[src/rtl/countdown_timer_bcd_if.sv]
// Button-pulse and display bundle for countdown_timer_bcd.
// The slave modport is the timer side. The master modport is the button/display side.
interface countdown_timer_bcd_if;
  // Handshake: there is no valid/ready pairing.
  // The four button inputs are already debounced. Each one is high for exactly one clk cycle
  // and is sampled on the rising edge of clk.
  // Every output is a registered level that updates one edge after the pulse that caused it.
  logic       start_stop;
  logic       clr;
  logic       inc_sec;
  logic       inc_min;
  logic [3:0] H_0_T;
  logic [3:0] H_1_T;
  logic [3:0] H_2_T;
  logic [3:0] H_3_T;
  logic       running;
  logic       alarm;
  logic [1:0] dbg_state;

  modport slave (
    input  start_stop, clr, inc_sec, inc_min,
    output H_0_T, H_1_T, H_2_T, H_3_T, running, alarm, dbg_state
  );

  modport master (
    output start_stop, clr, inc_sec, inc_min,
    input  H_0_T, H_1_T, H_2_T, H_3_T, running, alarm, dbg_state
  );
endinterface

[src/rtl/countdown_timer_bcd.sv]
// Settable MM:SS BCD countdown timer with a 1 Hz prescaler and an IDLE/RUN/PAUSE/DONE FSM.
// Defining TIMER_AUTORELOAD_EN makes expiry reload the preset and emit a one-cycle alarm pulse.
module countdown_timer_bcd #(
  parameter int TICK_DIV = 50_000_000,
  parameter int MAX_MIN  = 99
) (
  input  logic                  clk,
  input  logic                  rst_n,
  countdown_timer_bcd_if.slave  bus
);

  localparam int PW = $clog2(TICK_DIV);
  localparam logic [PW-1:0] PRESC_LAST = PW'(TICK_DIV - 1);
  localparam logic [3:0] MAX_T = 4'(MAX_MIN / 10);
  localparam logic [3:0] MAX_U = 4'(MAX_MIN % 10);

  localparam logic [1:0] S_IDLE  = 2'd0;
  localparam logic [1:0] S_RUN   = 2'd1;
  localparam logic [1:0] S_PAUSE = 2'd2;
  localparam logic [1:0] S_DONE  = 2'd3;

  // Digit packing is {min tens, min units, sec tens, sec units}.
  logic [1:0]    r_state;
  logic [15:0]   r_pre;
  logic [15:0]   r_cnt;
  logic [PW-1:0] r_presc;
  logic          r_running;
  logic          r_alarm;

  logic [1:0]    w_nstate;
  logic [15:0]   w_npre;
  logic [15:0]   w_ncnt;
  logic [PW-1:0] w_npresc;
  logic          w_nalarm;
  logic [15:0]   w_pre_inc;
  logic [15:0]   w_cnt_dec;
  logic          w_tick;
  logic          w_dec_zero;

  function automatic logic [7:0] inc_sec_f(input logic [7:0] v);
    if (v == 8'h59)          return 8'h00;
    else if (v[3:0] == 4'd9) return {v[7:4] + 4'd1, 4'd0};
    else                     return {v[7:4], v[3:0] + 4'd1};
  endfunction

  function automatic logic [7:0] inc_min_f(input logic [7:0] v);
    if (v[7:4] == MAX_T && v[3:0] == MAX_U) return 8'h00;
    else if (v[3:0] == 4'd9)                return {v[7:4] + 4'd1, 4'd0};
    else                                    return {v[7:4], v[3:0] + 4'd1};
  endfunction

  // One-second BCD decrement. It is only applied to a non-zero count.
  function automatic logic [15:0] dec_f(input logic [15:0] v);
    logic [15:0] r;
    r = v;
    if (v[3:0] != 4'd0) begin
      r[3:0] = v[3:0] - 4'd1;
    end else begin
      r[3:0] = 4'd9;
      if (v[7:4] != 4'd0) begin
        r[7:4] = v[7:4] - 4'd1;
      end else begin
        r[7:4] = 4'd5;
        if (v[11:8] != 4'd0) begin
          r[11:8] = v[11:8] - 4'd1;
        end else begin
          r[11:8]  = 4'd9;
          r[15:12] = v[15:12] - 4'd1;
        end
      end
    end
    return r;
  endfunction

  assign w_pre_inc  = {bus.inc_min ? inc_min_f(r_pre[15:8]) : r_pre[15:8],
                       bus.inc_sec ? inc_sec_f(r_pre[7:0])  : r_pre[7:0]};
  assign w_tick     = (r_presc == PRESC_LAST);
  assign w_cnt_dec  = dec_f(r_cnt);
  assign w_dec_zero = (w_cnt_dec == 16'h0000);

  always_comb begin
    w_nstate = r_state;
    w_npre   = r_pre;
    w_ncnt   = r_cnt;
    w_npresc = r_presc;
    w_nalarm = 1'b0;
    case (r_state)
      S_IDLE: begin
        if (bus.clr) begin
          w_npre = 16'h0000;
          w_ncnt = 16'h0000;
        end else if (bus.start_stop && r_pre != 16'h0000) begin
          w_nstate = S_RUN;
          w_ncnt   = r_pre;
          w_npresc = '0;
        end else begin
          // A start on a zero preset is ignored, so the increment still lands.
          w_npre = w_pre_inc;
          w_ncnt = w_pre_inc;
        end
      end
      S_RUN: begin
        if (bus.clr) begin
          w_nstate = S_IDLE;
          w_ncnt   = r_pre;
        end else begin
          if (bus.start_stop) w_nstate = S_PAUSE;
          if (w_tick) begin
            w_npresc = '0;
            if (w_dec_zero) begin
`ifdef TIMER_AUTORELOAD_EN
              w_ncnt   = r_pre;
              w_nalarm = 1'b1;
`else
              w_ncnt   = 16'h0000;
              w_nstate = S_DONE;
`endif
            end else begin
              w_ncnt = w_cnt_dec;
            end
          end else begin
            w_npresc = r_presc + 1'b1;
          end
        end
      end
      S_PAUSE: begin
        if (bus.clr) begin
          w_nstate = S_IDLE;
          w_ncnt   = r_pre;
        end else if (bus.start_stop) begin
          w_nstate = S_RUN;
        end
      end
      default: begin
        if (bus.clr || bus.start_stop) begin
          w_nstate = S_IDLE;
          w_ncnt   = r_pre;
        end
      end
    endcase
`ifndef TIMER_AUTORELOAD_EN
    w_nalarm = (w_nstate == S_DONE);
`endif
  end

  always_ff @(posedge clk) begin
    if (!rst_n) begin
      r_state   <= S_IDLE;
      r_pre     <= 16'h0000;
      r_cnt     <= 16'h0000;
      r_presc   <= '0;
      r_running <= 1'b0;
      r_alarm   <= 1'b0;
    end else begin
      r_state   <= w_nstate;
      r_pre     <= w_npre;
      r_cnt     <= w_ncnt;
      r_presc   <= w_npresc;
      r_running <= (w_nstate == S_RUN);
      r_alarm   <= w_nalarm;
    end
  end

  assign bus.H_0_T     = r_cnt[3:0];
  assign bus.H_1_T     = r_cnt[7:4];
  assign bus.H_2_T     = r_cnt[11:8];
  assign bus.H_3_T     = r_cnt[15:12];
  assign bus.running   = r_running;
  assign bus.alarm     = r_alarm;
  assign bus.dbg_state = r_state;

endmodule

[src/flat_wrapper.sv]
// flat-port wrapper written by rule: the top's interface ports become plain ports
module countdown_timer_bcd_flat 
#(
  parameter int TICK_DIV = 50_000_000,
  parameter int MAX_MIN  = 99
)
  (clk, rst_n, bus_start_stop, bus_clr, bus_inc_sec, bus_inc_min, bus_H_0_T, bus_H_1_T, bus_H_2_T, bus_H_3_T, bus_running, bus_alarm, bus_dbg_state);
  countdown_timer_bcd_if bus_i ();
  input  logic clk;
  input  logic rst_n;
  input wire logic [$bits(bus_i.start_stop)-1:0] bus_start_stop;
  input wire logic [$bits(bus_i.clr)-1:0] bus_clr;
  input wire logic [$bits(bus_i.inc_sec)-1:0] bus_inc_sec;
  input wire logic [$bits(bus_i.inc_min)-1:0] bus_inc_min;
  output wire logic [$bits(bus_i.H_0_T)-1:0] bus_H_0_T;
  output wire logic [$bits(bus_i.H_1_T)-1:0] bus_H_1_T;
  output wire logic [$bits(bus_i.H_2_T)-1:0] bus_H_2_T;
  output wire logic [$bits(bus_i.H_3_T)-1:0] bus_H_3_T;
  output wire logic [$bits(bus_i.running)-1:0] bus_running;
  output wire logic [$bits(bus_i.alarm)-1:0] bus_alarm;
  output wire logic [$bits(bus_i.dbg_state)-1:0] bus_dbg_state;
  assign bus_i.start_stop = bus_start_stop;
  assign bus_i.clr = bus_clr;
  assign bus_i.inc_sec = bus_inc_sec;
  assign bus_i.inc_min = bus_inc_min;
  assign bus_H_0_T = bus_i.H_0_T;
  assign bus_H_1_T = bus_i.H_1_T;
  assign bus_H_2_T = bus_i.H_2_T;
  assign bus_H_3_T = bus_i.H_3_T;
  assign bus_running = bus_i.running;
  assign bus_alarm = bus_i.alarm;
  assign bus_dbg_state = bus_i.dbg_state;
  countdown_timer_bcd #(.TICK_DIV(TICK_DIV), .MAX_MIN(MAX_MIN)) u_core (.clk(clk), .rst_n(rst_n), .bus(bus_i));
endmodule
[config.mk]
export PLATFORM = sky130hd
export DESIGN_NAME = countdown_timer_bcd_flat
export DESIGN_NICKNAME = d
export VERILOG_FILES = /design/src/rtl/countdown_timer_bcd_if.sv /design/src/rtl/countdown_timer_bcd.sv /design/src/flat_wrapper.sv
export SDC_FILE = /design/constraint.sdc
export NUM_CORES = 1
export LEC_CHECK = 0
export ABC_CLOCK_PERIOD_IN_PS = 2100
export CAP_MARGIN = 0
export CORE_MARGIN = 4
export CORE_UTILIZATION = 54
export CTS_CLUSTER_DIAMETER = 80
export DETAILED_ROUTE_END_ITERATION = 6
export PLACE_DENSITY = 0.76
export SYNTH_ARGS = -nofsm -noshare
export SYNTH_HDL_FRONTEND = slang
export SYNTH_SLANG_ARGS = --single-unit
[constraint.sdc]
create_clock -name clk -period 2.1 [get_ports clk]
set_input_delay 0.42 -clock clk [delete_from_list [all_inputs] [get_ports clk]]
set_output_delay 0.42 -clock clk [all_outputs]
set_load 0.1 [all_outputs]
## Word level (Yosys, flattened, before mapping)

Cells that the tools add are included.
W data, S select, Z words.

| cells by class | value |
|---|---|
| $add $sub $neg | 9 |
| eq/ne operators | 14 |
| mux-type cells | 35 |
| reductions and logical operators | 13 |

Operators by type and width:

| kind | number |
|---|---|
| $mux W16 | 7 |
| $mux W26 | 4 |
| $mux W8 | 7 |
| $pmux W26 S2 | 1 |
| $pmux W16 S3 | 1 |
| $add A26 B1 Y26 const B | 1 |
| $eq A26 B26 Y1 const B | 1 |
| $mux W2 | 9 |
| $add A4 B1 Y4 const B | 4 |
| $logic_not A16 Y1 | 1 |
| $mux W4 | 4 |
| $reduce_bool A16 Y1 | 1 |
| $reduce_bool A4 Y1 | 4 |
| $sub A4 B1 Y4 const B | 4 |
| $eq A4 B4 Y1 const B | 3 |
| $mux W12 | 1 |
| $eq A8 B7 Y1 const B | 1 |
| $ne A2 B2 Y1 const B | 3 |
| $pmux W2 S3 | 1 |
| $eq A2 B1 Y1 const B | 2 |
| $eq A2 B2 Y1 const B | 2 |
| $reduce_and A4 Y1 | 1 |
| $ne A3 B2 Y1 const B | 1 |
| $reduce_and A3 Y1 | 1 |
| 5 further kinds | 6 |

| storage, ports and cells | value |
|---|---|
| register bits after elaboration | 62 |
| bits of input ports | 6 |
| output and inout bits | 20 |
| logic and storage cells | 77 |

## Longest topological paths before layout

Gate-level depths: netlist of the first run.

| depth | value |
|---|---|
| depth in word-level cells | 10 |
| gate-level depth with buffers | 9 |
| depth with buffers taken out | 7 |

## Least setup slack after synthesis of the first run

Ideal clock, no wire load.

| path | value |
|---|---|
| path kind | register to register |
| start point | reg u_core.r_cnt[1] |
| end point | reg u_core.r_cnt[11] |
| setup time | 0.120 ns |
| arrival time | 2.595 ns |
| required time | 1.980 ns |
| setup slack | -0.614 ns |
| cell stages (with the launch flop) | 9 |
| path buffers | 1 |
| period minus slack after synthesis | 2.714 ns |
| path through | dfxtp_1 inv_1 ha_1 or3b_1 clkbuf_1 nor4_1 xor2_1 o31a_1 o221a_1 |

| on the way | value |
|---|---|
| longest elaborated chain between the ends | 7 |
| elaborated cells on any way between the ends | 9 |
| classes of those cells | add/sub: 1; mux: 6; reduce/logical: 2 |

RTL lines:

| item | line | text |
|---|---|---|
| start, declared | countdown_timer_bcd.sv:25 | `logic [15:0] r_cnt;` |
| start signal, assigned | countdown_timer_bcd.sv:157 | `r_cnt <= w_ncnt;` |
| $sub A4 B1 Y4 or $reduce_bool A4 Y1 (tied branches) | countdown_timer_bcd.sv:57, countdown_timer_bcd.sv:56 |  |
| $mux W4 or $mux W12 (tied branches) | countdown_timer_bcd.sv:56 | `if (v[3:0] != 4'd0) begin` |
| $logic_not A16 Y1 | countdown_timer_bcd.sv:79 | `assign w_dec_zero = (w_cnt_dec == 16'h0000);` |
| $mux W16 (*) | countdown_timer_bcd.sv:110 | `if (w_dec_zero) begin` |
| $mux W16 (*) | countdown_timer_bcd.sv:108 | `if (w_tick) begin` |
| $mux W16 (*) | countdown_timer_bcd.sv:103 | `if (bus.clr) begin` |
| $pmux W16 S3 (*) | countdown_timer_bcd.sv:87 | `case (r_state)` |

Mark *: on every way between the ends. The rest lies on a longest branch, timed or not. The select of a mux whose other input is x is not followed.
A chain may end at the register's enable or synchronous reset.

## Worst setup path after layout of the first run

| path | value |
|---|---|
| start point | reg u_core.r_pre[2] |
| end point | reg u_core.r_presc[23] |

| on the way | value |
|---|---|
| longest elaborated chain between the ends | 4 |

RTL lines:

| item | line | text |
|---|---|---|
| start, declared | countdown_timer_bcd.sv:24 | `logic [15:0] r_pre;` |
| start signal, assigned | countdown_timer_bcd.sv:156 | `r_pre <= w_npre;` |
| $reduce_bool A16 Y1 | countdown_timer_bcd.sv:92 | `end else if (bus.start_stop && r_pre != 16'h0000) begin` |
| $logic_and A1 B1 Y1 | countdown_timer_bcd.sv:92 |  |
| $ne A2 B1 Y1 (no source line) | n/a |  |
| $reduce_and A4 Y1 (no source line) | n/a |  |
| end signal, assigned | countdown_timer_bcd.sv:158 | `r_presc <= w_npresc;` |
| end, declared | countdown_timer_bcd.sv:26 | `logic [PW-1:0] r_presc;` |

No other way between the ends.

==> flow_metrics.tcl, run 1 <==
set metrics [dict create \
    status "complete, but fails checks" \
    violations "setup timing" \
    areaGrowthSynthToFinish_pct 44.5 \
    grt_max_degree 17 \
    max_freq_mhz 425 \
    cpPeakStageDelay_ps 560 \
    syn_area_per_cell_sq_um 7.87 \
    mappedNetlistArea_sq_um 4180 \
    cts_buffers 9 \
    p_leak_nw 2.33 \
    design.core.area_sq_um 7370 \
    max_slew_margin_pct 59.4 \
    synthCells 531 \
    path_cells "or4_4 > buf_6 > nor4_4 > buf_6 > buf_6 > nor4_1 > xnor2_1 > nor2_1" \
    timing.rr.start "u_core.r_pre[2]$_SDFFE_PN0P_" \
    placementRows 31 \
    layout_common_cells "buf_4 (116), a21oi_1 (47), nand2_1 (32), dfxtp_1 (32)" \
    cts.sinks 62 \
    cp_top_family "simple AND/OR/NAND/NOR gates" \
    initial_core_util_pct 56.7 \
    ff2ff_path_depth 8 \
    io_buffers 25 \
    drv_slew 0 \
    rrSetupSlack_ps -250 \
    route.vias.total 5208 \
    irDropWorstVdd_v 0.000425 \
    start_kind "flip-flop" \
    ant_nets 0 \
    ios 26 \
    synth-async-reset-ratio_pct 0 \
    hp-class "flip-flop to flip-flop" \
    synth.distinct_cells 74 \
    dr.first_iter.drc_count 693 \
    rsz0062_at_grt "true" \
    synth_nets 554 \
    gp_congestion 1.01 \
    grt_pass1_vias 4565 \
    whs_path_depth 2 \
    period_minus_slack_ps 2350 \
    ys_ff_latch 62 \
    drive_above_1_share_pct 40.4 \
    n_fill_cell 439 \
    grt_usage_pct 33.1 \
    ys_seq_area_share_pct 29.7 \
    dpl_cell_area_sq_um 5340 \
    antenna_found_initial 0 \
    root_buffer "clkbuf_8" \
    n_antenna_cell 0 \
    wl_per_cell_um 21.8 \
    tightestPinTransition_ps 602 \
    clk-insertion-delay-late_ps 350 \
    hp-start "u_core.r_presc[22]$_SDFFE_PN0P_" \
    crit_top_cell "buf_6" \
    path_class "flip-flop to flip-flop" \
    cp_slowest_cell "or4_4" \
    gr-total-overflow 0 \
    final_common_cell "buf_4" \
    dpl.cell_count 727 \
    grt_pass1_wl_mm 23.6 \
    synth_edf_count 0 \
    r2r_end "u_core.r_presc[23]$_SDFFE_PN0P_" \
    drc 0 \
    setup_viol 50 \
    finalNonFillerCells 757 \
    required_ps 2340 \
    max_cap_viol_count 0 \
    final_nets 677 \
    first_pass_iters 7 \
    ys.flop_type "dfxtp_1" \
    die_x_um 96.0 \
    hold-path-endpoint "u_core.r_presc[22]$_SDFFE_PN0P_" \
    ctsHtreeMaxLevel 3 \
    tritoncts "done" \
    hold_viol 0 \
    finalWorstSetupSlack_ps -254 \
    finalWirelength_mm 16.5 \
    final_area_sq_um 6040 \
    die_h_um 96.0 \
    path_max_fanout 6 \
    dp_hpwl_mm 10.4 \
    finClkSkew_ps 11.4 \
    path_buf_inv 3 \
    cp-end-kind "flip-flop" \
    arrival_ps 2590 \
    avgViaCountPerCell 6.88 \
    yosys_warnings 0 \
    power_density_nw_per_um2 501 \
    clockBufferDepth 2 \
    die_area_sq_um 9220 \
    period_share_pct 112 \
    cts.reportedPaths.clkPinSlew_ps 80 \
]
-- per-stage QoR --
step,hold slack [ps],power (mW),setup WS [ps],util [%],setup TNS [ps]
floorplan,461,1.60,-56.6,-,-209
global placement,491,1.79,-260,72.5,-5890
detailed placement,495,1.80,-314,72.5,-7980
CTS,505,2.91,-163,77.0,-1310
global route,561,3.10,-292,82.0,-6820
finish,537,3.02,-254,82.0,-4740
-- how the worst max path moves through the flow --
stage                                              from                              end  slack (ps)  cells after the start
after global placement                          bus_clr  u_core.r_presc[25]$_SDFFE_PN0P_        -260                      6
after global routing      u_core.r_pre[15]$_SDFFE_PN0P_  u_core.r_presc[23]$_SDFFE_PN0P_        -290                      8
after CTS                  u_core.r_pre[6]$_SDFFE_PN0P_    u_core.r_cnt[10]$_SDFFE_PN0P_        -160                      7
after floorplan            u_core.r_cnt[0]$_SDFFE_PN0P_    u_core.r_cnt[11]$_SDFFE_PN0P_         -60                      8
final                      u_core.r_pre[2]$_SDFFE_PN0P_  u_core.r_presc[23]$_SDFFE_PN0P_        -250                      8
after detailed placement                        bus_clr  u_core.r_presc[12]$_SDFFE_PN0P_        -310                      6
-- cell families after synthesis --
group           count (synthesis)  synth area share (%)
compound gates                161                  25.4
simple gates                  212                  29.1
xor+xnor                       17                  3.56
fa+ha+maj                      17                  5.09
buf+inv                        54                  5.21
mux                             8                  1.97
flops                          62                  29.7
-- power by group --
part / switching, mW / leakage [nW] / internal (mW)
combinational: 0.405 / 1.72 / 0.292
sequential: 0.0230 / 0.516 / 1.19
clock: 0.506 / 0.102 / 0.608
-- registers in the layout, indices dropped and copies added, names as in the netlist --
signal	count
u_core.r_presc	26
u_core.r_cnt	16
u_core.r_pre	16
u_core.bus.dbg_state	2
u_core.bus.alarm	1
u_core.bus.running	1
-- worst reg2reg max path, delay by kind of cell, from the launching register on --
kind / cells / cell delay, ps
flip-flops: 1 / 360
buffers and inverters: 3 / 510
AND/OR/NAND/NOR: 4 / 1110
XOR/XNOR: 1 / 270
-- Yosys cell counts, types with 4 or more instances --
master | number | area (sq um)
a21oi_1 | 52 | 260
a22oi_1 | 6 | 45.0
a311oi_1 | 9 | 78.8
a31oi_1 | 11 | 68.8
and3_1 | 6 | 37.5
and4_1 | 4 | 35.0
buf_2 | 6 | 30.0
clkbuf_1 | 23 | 86.3
dfxtp_1 | 62 | 1240
ha_1 | 17 | 213
inv_1 | 21 | 78.8
mux2i_1 | 6 | 60.1
nand2_1 | 32 | 120
nand2b_1 | 7 | 43.8
nand3_1 | 17 | 85.1
nand3b_1 | 6 | 45.0
nand4_1 | 15 | 93.8
nor2_1 | 36 | 135
nor2b_1 | 7 | 43.8
nor3_1 | 17 | 85.1
nor4_1 | 14 | 87.6
nor4b_1 | 5 | 43.8
o21a_1 | 5 | 37.5
o21ai_0 | 23 | 115
o21ai_1 | 9 | 45.0
o31a_1 | 4 | 35.0
o31ai_1 | 9 | 67.6
or3_1 | 12 | 75.1
or4_1 | 8 | 60.1
xnor2_1 | 14 | 123
-- timing repair --
action,CTS,global route
setup endpoints to repair,33,51
endpoints found under the hold margin,0,0
cloned,0,2
hold buffers,0,0
pin swaps,12,36
gates resized for setup,26,71
setup buffers,5,9
-- routing by layer --
layer  global-route usage (%)  share of wire (%)
met3                     9.54                 13
met5                        0                  0
met2                     48.2                 43
met4                     12.1                4.2
met1                     46.1                 40
-- layout make-up --
type                            count  area [sq um]  share of cell area, %
Clock buffer                       12           155                   2.57
Clock inverter                      3          43.8                  0.725
Inverter                           22          87.6                   1.45
Multi-Input combinational cell    416          3140                   52.0
Sequential cell                    62          1290                   21.3
Tap cell                           99           124                   2.05
Timing Repair Buffer              143          1200                   19.9
(Power assumes the default switching activity.)
==> run 2, diff against run 1 <==
Settings changed: TNS_END_PERCENT from default to 30.
==> run 2 against run 1 <==
Power down 2.2%. Routed wire length down 10%. Sequential cell count unchanged. Worst hold slack lost 4.5 ps. Count of clock-buffer cells in the layout is the same. Largest cell class unchanged. Critical path type unchanged. The run still ends with setup timing left. First-iteration DRC count shrank 7.8%. Combinational power shrank 4.4%. Sequential power hardly changed.
==> flow_metrics.tcl, run 2 (same netlist as run 1, synthesis figures left out) <==
set metrics [dict create \
    route.vias.total 5031 \
    cp_top_family "simple AND/OR/NAND/NOR gates" \
    finalWirelength_mm 14.9 \
    max_cap_viol_count 0 \
    tritoncts "done" \
    clk-insertion-delay-late_ps 350 \
    dr.first_iter.drc_count 639 \
    ant_nets 0 \
    required_ps 2350 \
    power_density_nw_per_um2 500 \
    cp_slowest_cell "or4_4" \
    die_x_um 96.0 \
    clockBufferDepth 2 \
    crit_top_cell "or4_4" \
    setup_viol 47 \
    areaGrowthSynthToFinish_pct 41.3 \
    io_buffers 25 \
    power.switching_uw 899 \
    root_buffer "clkbuf_8" \
    final_area_sq_um 5910 \
    placementRows 31 \
    status "complete, but fails checks" \
    cts_buffers 9 \
    gr-total-overflow 0 \
    die_h_um 96.0 \
    cts.sinks 62 \
    cp-end-kind "flip-flop" \
    path_max_fanout 3 \
    gp_congestion 0.961 \
    p_leak_nw 2.33 \
    finalWorstSetupSlack_ps -266 \
    p_seq_share_pct 41.0 \
    grt_pass1_wl_mm 23.6 \
    largest_reg_flops 26 \
    max_slew_margin_pct 56.6 \
    path_class "flip-flop to flip-flop" \
    ios 26 \
    clockPowerShare_pct 36.4 \
    initial_core_util_pct 56.7 \
    switching_share_pct 30.4 \
    final_nets 682 \
    n_antenna_cell 0 \
    hold_viol 0 \
    preCtsSetupSlack_ps -325 \
    design.core.area_sq_um 7370 \
    drc 0 \
    power.internal_mw 2.06 \
    period_share_pct 113 \
    period_minus_slack_ps 2370 \
    irDropWorstVdd_v 0.000456 \
    top_register "u_core.r_presc" \
    met1_length_mm 6.38 \
    antenna_found_initial 0 \
    fin_tns_setup_ps -4760 \
    wl_per_cell_um 19.5 \
    first_pass_iters 7 \
    hp-class "flip-flop to flip-flop" \
    die_area_sq_um 9220 \
    drv_slew 0 \
    avgViaCountPerCell 6.59 \
    grt_usage_pct 33.0 \
    cpPeakStageDelay_ps 530 \
    met3WireLength_mm 1.51 \
    path_cells "or4_4 > or4_4 > o31a_1 > buf_4 > a2111o_1 > o32ai_2" \
    grt_pass1_vias 4717 \
    ctsHtreeMaxLevel 3 \
    dpl_cell_area_sq_um 5390 \
    drive_above_1_share_pct 36.3 \
    top_regs "u_core.r_presc (26), u_core.r_cnt (16), u_core.r_pre (16)" \
    arrival_ps 2620 \
    comb_power_share_pct 22.5 \
    wl_met2_mm 6.58 \
    max_freq_mhz 423 \
    path_buf_inv 1 \
    grt_max_degree 23 \
    finClkSkew_ps 8.91 \
    layout_common_cells "buf_4 (131), a21oi_1 (49), nor2_1 (35), dfxtp_1 (35), nand2_1 (32)" \
    dp_hpwl_mm 10.4 \
    final_common_cell "buf_4" \
    start_kind "flip-flop" \
    cts_hold_buf 0 \
    violations "setup timing" \
    tightestPinTransition_ps 644 \
    top_layer "met4" \
    rsz0062_at_grt "true" \
    cts.reportedPaths.clkPinSlew_ps 80 \
]
run 2: cell count changes in the layout (fill, tap and decap cells not counted), moves of 3 or more:
cell / change
or3_4: -5
nor2_2: -8
buf_4: +15
buf_6: -11
or3_1: +4
nor4_2: -5
dfxtp_2: -3
dfxtp_1: +3
nor2_1: +8
nor4_1: +3
run 2: worst paths after layout:
| check | start | end | slack [ps] | depth (start not counted) |
|---|---|---|---|---|
| setup / recovery | u_core.r_presc[11]$_SDFFE_PN0P_ | u_core.r_cnt[1]$_SDFFE_PN0P_ | -270 | 6 |
| hold / removal | u_core.r_presc[4]$_SDFFE_PN0P_ | u_core.r_presc[4]$_SDFFE_PN0P_ | 530 | 2 |
| setup reg to reg | u_core.r_presc[11]$_SDFFE_PN0P_ | u_core.r_cnt[1]$_SDFFE_PN0P_ | -270 | 6 |
| hold reg to reg | u_core.r_presc[4]$_SDFFE_PN0P_ | u_core.r_presc[4]$_SDFFE_PN0P_ | 530 | 2 |
run 2: timing repair:
item                                    4_1_cts  5_1_grt
endpoints found under the setup margin       54       53
pin swaps                                    21       14
gates cloned                                  2        0
buffers inserted                             10        2
gates resized for setup                      32       23
run 2: layer usage:
layer  GRT usage [%]  vias up
li1                -     2278
met1            45.0     2363
met2            51.5      339
met3            8.60       51
met4            9.12        0
met5               0        -
run 2: final cells by class:
cell class              instances  area [sq um]
well taps                      99           124
clock inverters                 4          47.5
repair buffers                148          1220
clock buffers                  12           145
inverters                      22          87.6
flip-flops and latches         62          1280
fillers                       475          1460
multi-input cells             416          3000
run 2: worst register-to-register path, delay by kind of cell, from the launching register on:
| family | cells | cell delay [ps] |
|---|---|---|
| simple gates | 2 | 1000 |
| buf+inv | 1 | 170 |
| compound gates | 3 | 760 |
| flops | 1 | 340 |
run 2: through the flow:
step	hold WS, ps	power, mW	util [%]	std cells
2_1_floorplan	461	1.60	-	531
3_3_place_gp	494	1.81	73.2	734
3_5_place_dp	503	1.82	73.2	734
4_1_cts	514	2.92	78.7	762
5_1_grt	557	3.05	80.2	763
6_report	532	2.96	80.2	763
run 2: power by group through the flow:
stage / sequential [mW] / combinational, mW / clock (mW)
after global placement: 1.24 / 0.573 / 0
after floorplan: 1.31 / 0.289 / 0
after detailed placement: 1.24 / 0.579 / 0
after global routing: 1.22 / 0.698 / 1.13
final: 1.21 / 0.666 / 1.08
after CTS: 1.21 / 0.622 / 1.08
